[src/rtl/nmi_sched_pkg.sv]
// Shared types and constants for the NMI scheduler: FSM states, CPU bus payload, Z80 opcodes.
package nmi_sched_pkg;

    typedef enum logic [2:0] {
        NMI_IDLE,
        NMI_WAIT_INT,
        NMI_ASSERT,
        NMI_SERVICE,
        NMI_COOLDOWN
    } nmi_state_t;

    typedef struct packed {
        logic        mreq;
        logic        m1;
        logic        rd;
        logic [15:0] a;
        logic [7:0]  d;
    } cpu_bus_t;

    localparam logic [15:0] NMI_VECTOR = 16'h0066;
    localparam logic [7:0]  OP_ED      = 8'hED;
    localparam logic [7:0]  OP_RETN2   = 8'h45;

endpackage

[src/rtl/nmi_req_latch.sv]
// Edge-detects NMI requests into sticky pending bits and picks the lowest pending index as winner.
module nmi_req_latch #(
    parameter  int unsigned NREQ  = 3,
    localparam int unsigned IDX_W = (NREQ > 1) ? $clog2(NREQ) : 1
) (
    input  logic             clk28,
    input  logic             rst_n,
    input  logic [NREQ-1:0]  req_i,
    input  logic [NREQ-1:0]  clr_i,
    output logic [IDX_W-1:0] winner_c_o,
    output logic             any_c_o
);

    logic [NREQ-1:0] req_q;
    logic [NREQ-1:0] pending_q;
    logic [NREQ-1:0] pending_d;

    // A fresh edge wins over a same-cycle clear so that request is not lost.
    always_comb begin
        pending_d = (pending_q & ~clr_i) | (req_i & ~req_q);
    end

    always_ff @(posedge clk28 or negedge rst_n) begin
        if (!rst_n) begin
            req_q     <= '0;
            pending_q <= '0;
        end else begin
            req_q     <= req_i;
            pending_q <= pending_d;
        end
    end

    always_comb begin
        winner_c_o = '0;
        any_c_o    = |pending_q;
        for (int i = int'(NREQ) - 1; i >= 0; i--) begin
            if (pending_q[i]) begin
                winner_c_o = IDX_W'(i);
            end
        end
    end

endmodule

[src/rtl/nmi_sched.sv]
// Arbitrates NMI sources onto the single Z80 /NMI line, aligned to the ULA /INT edge,
// tracks ownership until RETN or a done pulse, then enforces a cooldown.
module nmi_sched
    import nmi_sched_pkg::*;
#(
    parameter int unsigned NREQ     = 3,
    parameter int unsigned TIMEOUT  = 560000,
    parameter int unsigned COOLDOWN = 2800
) (
    input  logic            clk28,
    input  logic            rst_n,
    input  cpu_bus_t        bus_i,
    input  logic            n_int_i,
    input  logic            n_int_next_i,
    input  logic [NREQ-1:0] req_i,
    input  logic [NREQ-1:0] done_i,
    output logic            n_nmi_o,
    output logic [NREQ-1:0] grant_o,
    output logic            nmi_active_o,
    output logic            timeout_err_o
);

    localparam int unsigned IDX_W = (NREQ > 1) ? $clog2(NREQ) : 1;
    localparam int unsigned TMO_W = $clog2(TIMEOUT);
    localparam int unsigned CD_W  = $clog2(COOLDOWN);
    localparam logic [TMO_W-1:0] TMO_LAST = TMO_W'(TIMEOUT - 1);
    localparam logic [CD_W-1:0]  CD_LAST  = CD_W'(COOLDOWN - 1);

    nmi_state_t       state_q,     state_d;
    logic             n_nmi_q,     n_nmi_d;
    logic [NREQ-1:0]  grant_q,     grant_d;
    logic             active_q,    active_d;
    logic             tmo_err_q,   tmo_err_d;
    logic [IDX_W-1:0] winner_q,    winner_d;
    logic [TMO_W-1:0] tmo_cnt_q,   tmo_cnt_d;
    logic [CD_W-1:0]  cd_cnt_q,    cd_cnt_d;
    logic [7:0]       op_q,        op_d;
    logic             m1_seen_q,   m1_seen_d;
    logic             seen_ed_q,   seen_ed_d;

    logic [NREQ-1:0]  clr_c;
    logic [IDX_W-1:0] winner_c;
    logic             any_c;
    logic             int_edge_c;
    logic             vec_fetch_c;
    logic             m1_rd_c;
    logic             release_c;

    nmi_req_latch #(.NREQ(NREQ)) u_req_latch (
        .clk28      (clk28),
        .rst_n      (rst_n),
        .req_i      (req_i),
        .clr_i      (clr_c),
        .winner_c_o (winner_c),
        .any_c_o    (any_c)
    );

    assign int_edge_c  = n_int_i & ~n_int_next_i;
    assign vec_fetch_c = bus_i.m1 & bus_i.mreq & (bus_i.a == NMI_VECTOR);
    assign m1_rd_c     = bus_i.mreq & bus_i.m1 & bus_i.rd;

    always_comb begin
        state_d    = state_q;
        n_nmi_d    = n_nmi_q;
        grant_d    = grant_q;
        tmo_err_d  = tmo_err_q;
        winner_d   = winner_q;
        tmo_cnt_d  = tmo_cnt_q;
        cd_cnt_d   = cd_cnt_q;
        op_d       = op_q;
        m1_seen_d  = m1_seen_q;
        seen_ed_d  = seen_ed_q;
        clr_c      = '0;
        release_c  = 1'b0;

        case (state_q)
            NMI_IDLE: begin
                if (any_c) begin
                    winner_d = winner_c;
                    state_d  = NMI_WAIT_INT;
                end
            end
            NMI_WAIT_INT: begin
                if (int_edge_c) begin
                    n_nmi_d   = 1'b0;
                    grant_d   = NREQ'(1) << winner_q;
                    clr_c     = NREQ'(1) << winner_q;
                    tmo_cnt_d = '0;
                    state_d   = NMI_ASSERT;
                end
            end
            NMI_ASSERT: begin
                // The vector fetch takes precedence over a coincident expiry.
                if (vec_fetch_c) begin
                    n_nmi_d   = 1'b1;
                    tmo_err_d = 1'b0;
                    m1_seen_d = 1'b0;
                    seen_ed_d = 1'b0;
                    state_d   = NMI_SERVICE;
                end else if (tmo_cnt_q == TMO_LAST) begin
                    n_nmi_d   = 1'b1;
                    grant_d   = '0;
                    tmo_err_d = 1'b1;
                    cd_cnt_d  = '0;
                    state_d   = NMI_COOLDOWN;
                end else begin
                    tmo_cnt_d = tmo_cnt_q + TMO_W'(1);
                end
            end
            NMI_SERVICE: begin
                // Latch the opcode during the M1 read, judge it once MREQ drops.
                if (m1_rd_c) begin
                    op_d      = bus_i.d;
                    m1_seen_d = 1'b1;
                end else if (m1_seen_q && !bus_i.mreq) begin
                    m1_seen_d = 1'b0;
                    seen_ed_d = (op_q == OP_ED);
                    release_c = seen_ed_q && (op_q == OP_RETN2);
                end
                if (|(done_i & grant_q)) begin
                    release_c = 1'b1;
                end
                if (release_c) begin
                    grant_d   = '0;
                    cd_cnt_d  = '0;
                    m1_seen_d = 1'b0;
                    seen_ed_d = 1'b0;
                    state_d   = NMI_COOLDOWN;
                end
            end
            NMI_COOLDOWN: begin
                if (cd_cnt_q == CD_LAST) begin
                    state_d = NMI_IDLE;
                end else begin
                    cd_cnt_d = cd_cnt_q + CD_W'(1);
                end
            end
            default: begin
                state_d = NMI_IDLE;
            end
        endcase

        active_d = (state_d == NMI_ASSERT) || (state_d == NMI_SERVICE);
    end

    always_ff @(posedge clk28 or negedge rst_n) begin
        if (!rst_n) begin
            state_q   <= NMI_IDLE;
            n_nmi_q   <= 1'b1;
            grant_q   <= '0;
            active_q  <= 1'b0;
            tmo_err_q <= 1'b0;
            winner_q  <= '0;
            tmo_cnt_q <= '0;
            cd_cnt_q  <= '0;
            op_q      <= '0;
            m1_seen_q <= 1'b0;
            seen_ed_q <= 1'b0;
        end else begin
            state_q   <= state_d;
            n_nmi_q   <= n_nmi_d;
            grant_q   <= grant_d;
            active_q  <= active_d;
            tmo_err_q <= tmo_err_d;
            winner_q  <= winner_d;
            tmo_cnt_q <= tmo_cnt_d;
            cd_cnt_q  <= cd_cnt_d;
            op_q      <= op_d;
            m1_seen_q <= m1_seen_d;
            seen_ed_q <= seen_ed_d;
        end
    end

    assign n_nmi_o       = n_nmi_q;
    assign grant_o       = grant_q;
    assign nmi_active_o  = active_q;
    assign timeout_err_o = tmo_err_q;

endmodule

[config.mk]
export PLATFORM = sky130hd
export DESIGN_NAME = nmi_sched
export DESIGN_NICKNAME = d
export VERILOG_FILES = /design/src/rtl/nmi_sched_pkg.sv /design/src/rtl/nmi_req_latch.sv /design/src/rtl/nmi_sched.sv
export SDC_FILE = /design/constraint.sdc
export NUM_CORES = 1
export LEC_CHECK = 0
export ABC_CLOCK_PERIOD_IN_PS = 2500
export CORE_UTILIZATION = 49
export CTS_CLUSTER_DIAMETER = 150
export DETAILED_ROUTE_END_ITERATION = 8
export PLACE_DENSITY = 0.76
export SYNTH_ARGS = -nofsm -noshare
export SYNTH_HDL_FRONTEND = slang
export SYNTH_SLANG_ARGS = --single-unit
[constraint.sdc]
create_clock -name clk28 -period 2.5 [get_ports clk28]
set_input_delay 0.375 -clock clk28 [delete_from_list [all_inputs] [get_ports clk28]]
set_output_delay 0.375 -clock clk28 [all_outputs]
set_load 0.02 [all_outputs]
* Word-level counts from Yosys, hierarchy flattened
Cells that the tools add are included.
** Word-level totals
- Flip-flop bits (word level) :: 59
- Output and inout port bits :: 6
- Word-level logic and storage cells :: 114
** Cells by class
- Muxes and demuxes :: 44
- Reduce and logical (&&, ||, !) cells :: 21
- Equality and inequality tests :: 22
- $add $sub $neg :: 2
- Shift-type cells :: 1
- Bitwise operators :: 11
** Operators with widths (number)
- two-way mux 20 bit :: 3
- two-way mux 12 bit :: 4
- case mux 20 bit (2 select lines) :: 1
- two-way mux 3 bit :: 12
- case mux 12 bit (3 select lines) :: 1
- adder 20 x 1 -> 20 bit, second input constant :: 1
- equality test 20 bit, second input constant :: 1
- equality test 16 x 7 -> 1 bit, second input constant :: 1
- two-way mux 1 bit :: 15
- case mux 3 bit (5 select lines) :: 1
- != test 2 bit, second input constant :: 7
- adder 12 x 1 -> 12 bit, second input constant :: 1
- equality test 12 bit, second input constant :: 1
- equality test 3 x 2 -> 1 bit, second input constant :: 4
- AND reduction 5 bit :: 2
- bitwise AND 3 bit :: 3
- != test 3 bit, second input constant :: 3
- case mux 3 bit (3 select lines) :: 1
- equality test 8 x 7 -> 1 bit, second input constant :: 1
- equality test 8 bit, second input constant :: 1
- AND reduction 4 bit :: 2
- two-way mux 2 bit :: 3
- inverter 3 bit :: 2
- case mux 1 bit (2 select lines) :: 3
- other kinds (16) :: 27

* Logic depth before layout (Yosys ltp)
- Depth in word-level cells :: 10
- Mapped depth :: 8

* Hierarchy
A second synthesis with hierarchy kept.
** Unflattened totals
- Cell total of the unflattened synthesis :: 301
- Area total of the unflattened synthesis :: 2989.1 sq um
** Modules (own cells, without submodules)
- nmi_sched :: area each 2777.7 sq um, sequential area each 1327.5 sq um, cells each 283, times used 1
- nmi_req_latch :: area each 211.5 sq um, sequential area each 150.1 sq um, cells each 18, times used 1

* Least setup slack after synthesis
Ideal clock, no wire load.
- Path type :: register -> register
- From :: register tmo_cnt_q[10]
- To :: register cd_cnt_q[4]
- Data arrival time :: 2.279 ns
- Buffers on the path :: 0
- Period minus slack after synthesis :: 2.408 ns
- Library setup time :: 0.129 ns
- Path slack :: 0.092 ns
- Cell stages (with the launch flop) :: 7
- Cells stage by stage :: dfrtp_1 > or4b_1 > or4_4 > or2_4 > o31ai_4 > or2b_4 > a31oi_1
** On the way
- Word-level cells in the longest chain between the ends :: 3
** Ends and longest elaborated chain
- start, declared :: line nmi_sched.sv:35 : logic [TMO_W-1:0] tmo_cnt_q, tmo_cnt_d;
- start signal, assigned :: line nmi_sched.sv:166 : tmo_cnt_q <= tmo_cnt_d;
- equality test 20 bit :: line nmi_sched.sv:100 : end else if (tmo_cnt_q == TMO_LAST) begin
- != test 2 bit (no source line)
- AND reduction 5 bit (no source line)
- end signal, assigned :: line nmi_sched.sv:167 : cd_cnt_q <= cd_cnt_d;
- end, declared :: line nmi_sched.sv:36 : logic [CD_W-1:0] cd_cnt_q, cd_cnt_d;
Every way passes these cells.
A chain may end at the register's enable or synchronous reset.

* Worst setup path in the final report
- From :: register tmo_cnt_q[12]
- To :: register tmo_cnt_q[8]
** On the way
- Word-level cells in the longest chain between the ends :: 3
** Ends and longest elaborated chain (line)
- equality test 20 bit :: nmi_sched.sv:100
- != test 2 bit (no source line)
- AND reduction 4 bit (no source line)
Every way passes these cells.

==> results.md <==
* Vias at 2592
* Die height at 80.4 µm
* Port bufs at 42
* RSZ-0062 raised after global routing: false
* Fin nets at 419
* Pin count of the biggest net entering global routing at 26
* Post-route setup TNS at 0 ns
* Leakage power total at 1.63 nW
* Setup crit start kind: register
* Seq/Total Area, Yosys at 0.491
* Post-Synthesis Cells at 307
* DP Area at 3670 µm²
* Global-route wire length before repair at 11500 µm
* DR pass1 iterations at 4
* Worst Clk Skew at 0.0102 ns
* Fin. Hold Viols at 0
* Crit-path max cell delay at 0.56 ns
* M1 GR Usage at 0.294
* Power Density at 849 nW/µm²
* Top cells by area, synth: dfrtp_1, nor2_1, mux2_2
* CP max FO at 7
* Post-Layout Cell Count at 458
* Async S/R FF share, synth at 1.00
* Net Count, Synth at 346
* Antenna violations before repair at 0
* Flops & latches, synth at 59
* Layout cells sized above 1 at 0.180
* Final setup fails at 0
* Die area at 6460 µm²
* Cell taking the most area after synthesis: dfrtp_1
* Gr usage total at 0.232
* Cell total after placement at 441
* Antenna-violating nets left at 0
* Clock root cell: clkbuf_8
* DP HPWL at 4930 µm
* Maximum clock rate at 413 MHz
* Yosys Warn Count at 0
* Fin crit share at 0.969
* Post-synth top cells: dfrtp_1, nor2_1, nand2_1
* Main synth FF type: dfrtp_1
* Post-synth top area share at 0.482
* Max Cap Violations at 0
* Grt peak-use layer: met2
* Met2 Usage GRT at 0.376
* Vias in the first global route at 2632
* Routed WL at 6710 µm
* Slew Limit Fails at 0
* Critical-path cell list: or4b_1 -> or4_4 -> o31ai_4 -> buf_6 -> nor4_2 -> buf_4 -> a21o_1 -> a21oi_1
* Top delay family on crit path: simple AND/OR/NAND/NOR gates
* RD Place Congestion at 0.879
* Worst VDD drop at 0.696 mV
* Required @ worst endpoint at 2.76 ns
* Post-synth EDFFs at 0
* Layout area overhead at 29.1%
* Width of the die at 80.4 µm
* CTS Hold Buffers Added at 0
* Row count at 28
* Average wire per standard cell at 14.6 µm
* Worst Path Arrival at 2.68 ns
* WS Path Type: reg2reg
* Met3 usage at 0.0489
* Clk_lat worst skew at 0.33 ns
* Count leader, synth: dfrtp_1
* Worst Hold Class: in2async
* CTS tree: yes
* Clock transition at path regs at 0.07 ns
* Post-Syn Area per Cell at 9.81 µm²
* Post-Syn Area at 3010 µm²
* Clk buf depth at 2
* CP max-delay cell: or4_4
* Total grt overflow at 0
* Post-layout minimum cycle time at 2.42 ns
* Via/cell ratio at 5.66
* Remaining DRCs at 0
* Slew @ Worst Pin at 0.551 ns
* Cells on worst reg2reg path at 8
* Status: finished clean
* CP Capture Type: register
* Worst Path Buf+Inv at 2
* FILL cells at 470
* Starting Density at 0.508
* Num ports at 43
* CTS Sinks at 59
* Total CTS buffers at 9
* Synth cell types at 55
* ANT cells at 0
* Critical Path Stages at 8
* Core footprint at 5920 µm²
* Worst slew margin at 0.633
* Design Area, Final at 3890 µm²
* H-tree levels at 3
* DR iter-0 viols at 158
## timing repair
action	CTS	global route
resized for setup	1	2
pin swaps	0	1
gates cloned	0	1
buffers inserted	0	2
endpoints found under the setup margin	3	9
## layout make-up
class	instances	area, µm²	share of cell area
clock buffer	11	141	0.0364
clock inverter	3	40.0	0.0103
inverter	12	45.0	0.0116
multi-input combinational	227	1450	0.374
sequential	59	1480	0.380
tap	75	93.8	0.0241
timing repair buffer	71	634	0.163
## layout by cell type, fill, tap and decap left out, types with 9 or more instances in the layout
| cell | n |
|---|---|
| clkdlybuf4s50_1 | 41 |
| and3_1 | 10 |
| nand2_1 | 23 |
| nand4_1 | 14 |
| dfrtp_1 | 58 |
| buf_4 | 27 |
| nor2_1 | 34 |
| clkbuf_8 | 10 |
| nand3_1 | 15 |
| inv_1 | 12 |
| o21ai_0 | 16 |
| mux2_2 | 9 |
| a21oi_1 | 16 |
## layer usage
layer,share of wire,vias up
met2,0.47,71
met5,0,-
met3,0.047,14
met4,0.020,0
li1,-,1265
met1,0.46,1242
## registers in the layout, indices dropped and copies added, names as in the netlist
register and count:
nmi_active_o 1, grant_o 3, u_req_latch.pending_q 3, state_q 3, op_q 8, timeout_err_o 1, seen_ed_q 1, winner_q 2
m1_seen_q 1, cd_cnt_q 12, n_nmi_o 1, tmo_cnt_q 20, u_req_latch.req_q 3
## power breakdown
part	internal (mW)	switching (mW)
Sequential	1.19	0.211
Combinational	0.538	0.539
Clock	0.473	0.351
## metrics by stage
step	setup WS, ns	hold slack, ns	util	power, mW
after CTS	0.00680	0.0422	0.651	3.27
final	0.0775	0.0287	0.656	3.30
after detailed placement	-0.157	0.392	0.620	2.43
after global routing	0.00417	0.0696	0.656	3.50
after floorplan	0.0920	0.0794	-	2.04
after global placement	-0.0516	0.397	0.620	2.40
## path summary, 6_finish.rpt
kind	slack [ns]	start	end
max	0.08	tmo_cnt_q[12]	tmo_cnt_q[8]
min	0.03	rst_n	tmo_cnt_q[9]
max reg2reg	0.08	tmo_cnt_q[12]	tmo_cnt_q[8]
min reg2reg	0.42	u_req_latch.req_q[0]	u_req_latch.pending_q[0]
max in group asynchronous	1.75	rst_n	n_nmi_o
min in group clk28	0.42	u_req_latch.req_q[0]	u_req_latch.pending_q[0]
## kinds of logic (layout without fill, tap and decap cells)
logic type | after synthesis | in the layout | synth area share
AO/OA/AOI/OAI | 55 | 55 | 0.123
XOR/XNOR | 15 | 15 | 0.0436
adder cells (fa/ha/maj) | 2 | 2 | 0.00831
buffers and inverters | 21 | 97 | 0.0295
flip-flops | 59 | 59 | 0.491
multiplexers | 10 | 10 | 0.0370
AND/OR/NAND/NOR | 145 | 145 | 0.268
(Power assumes the default switching activity.)
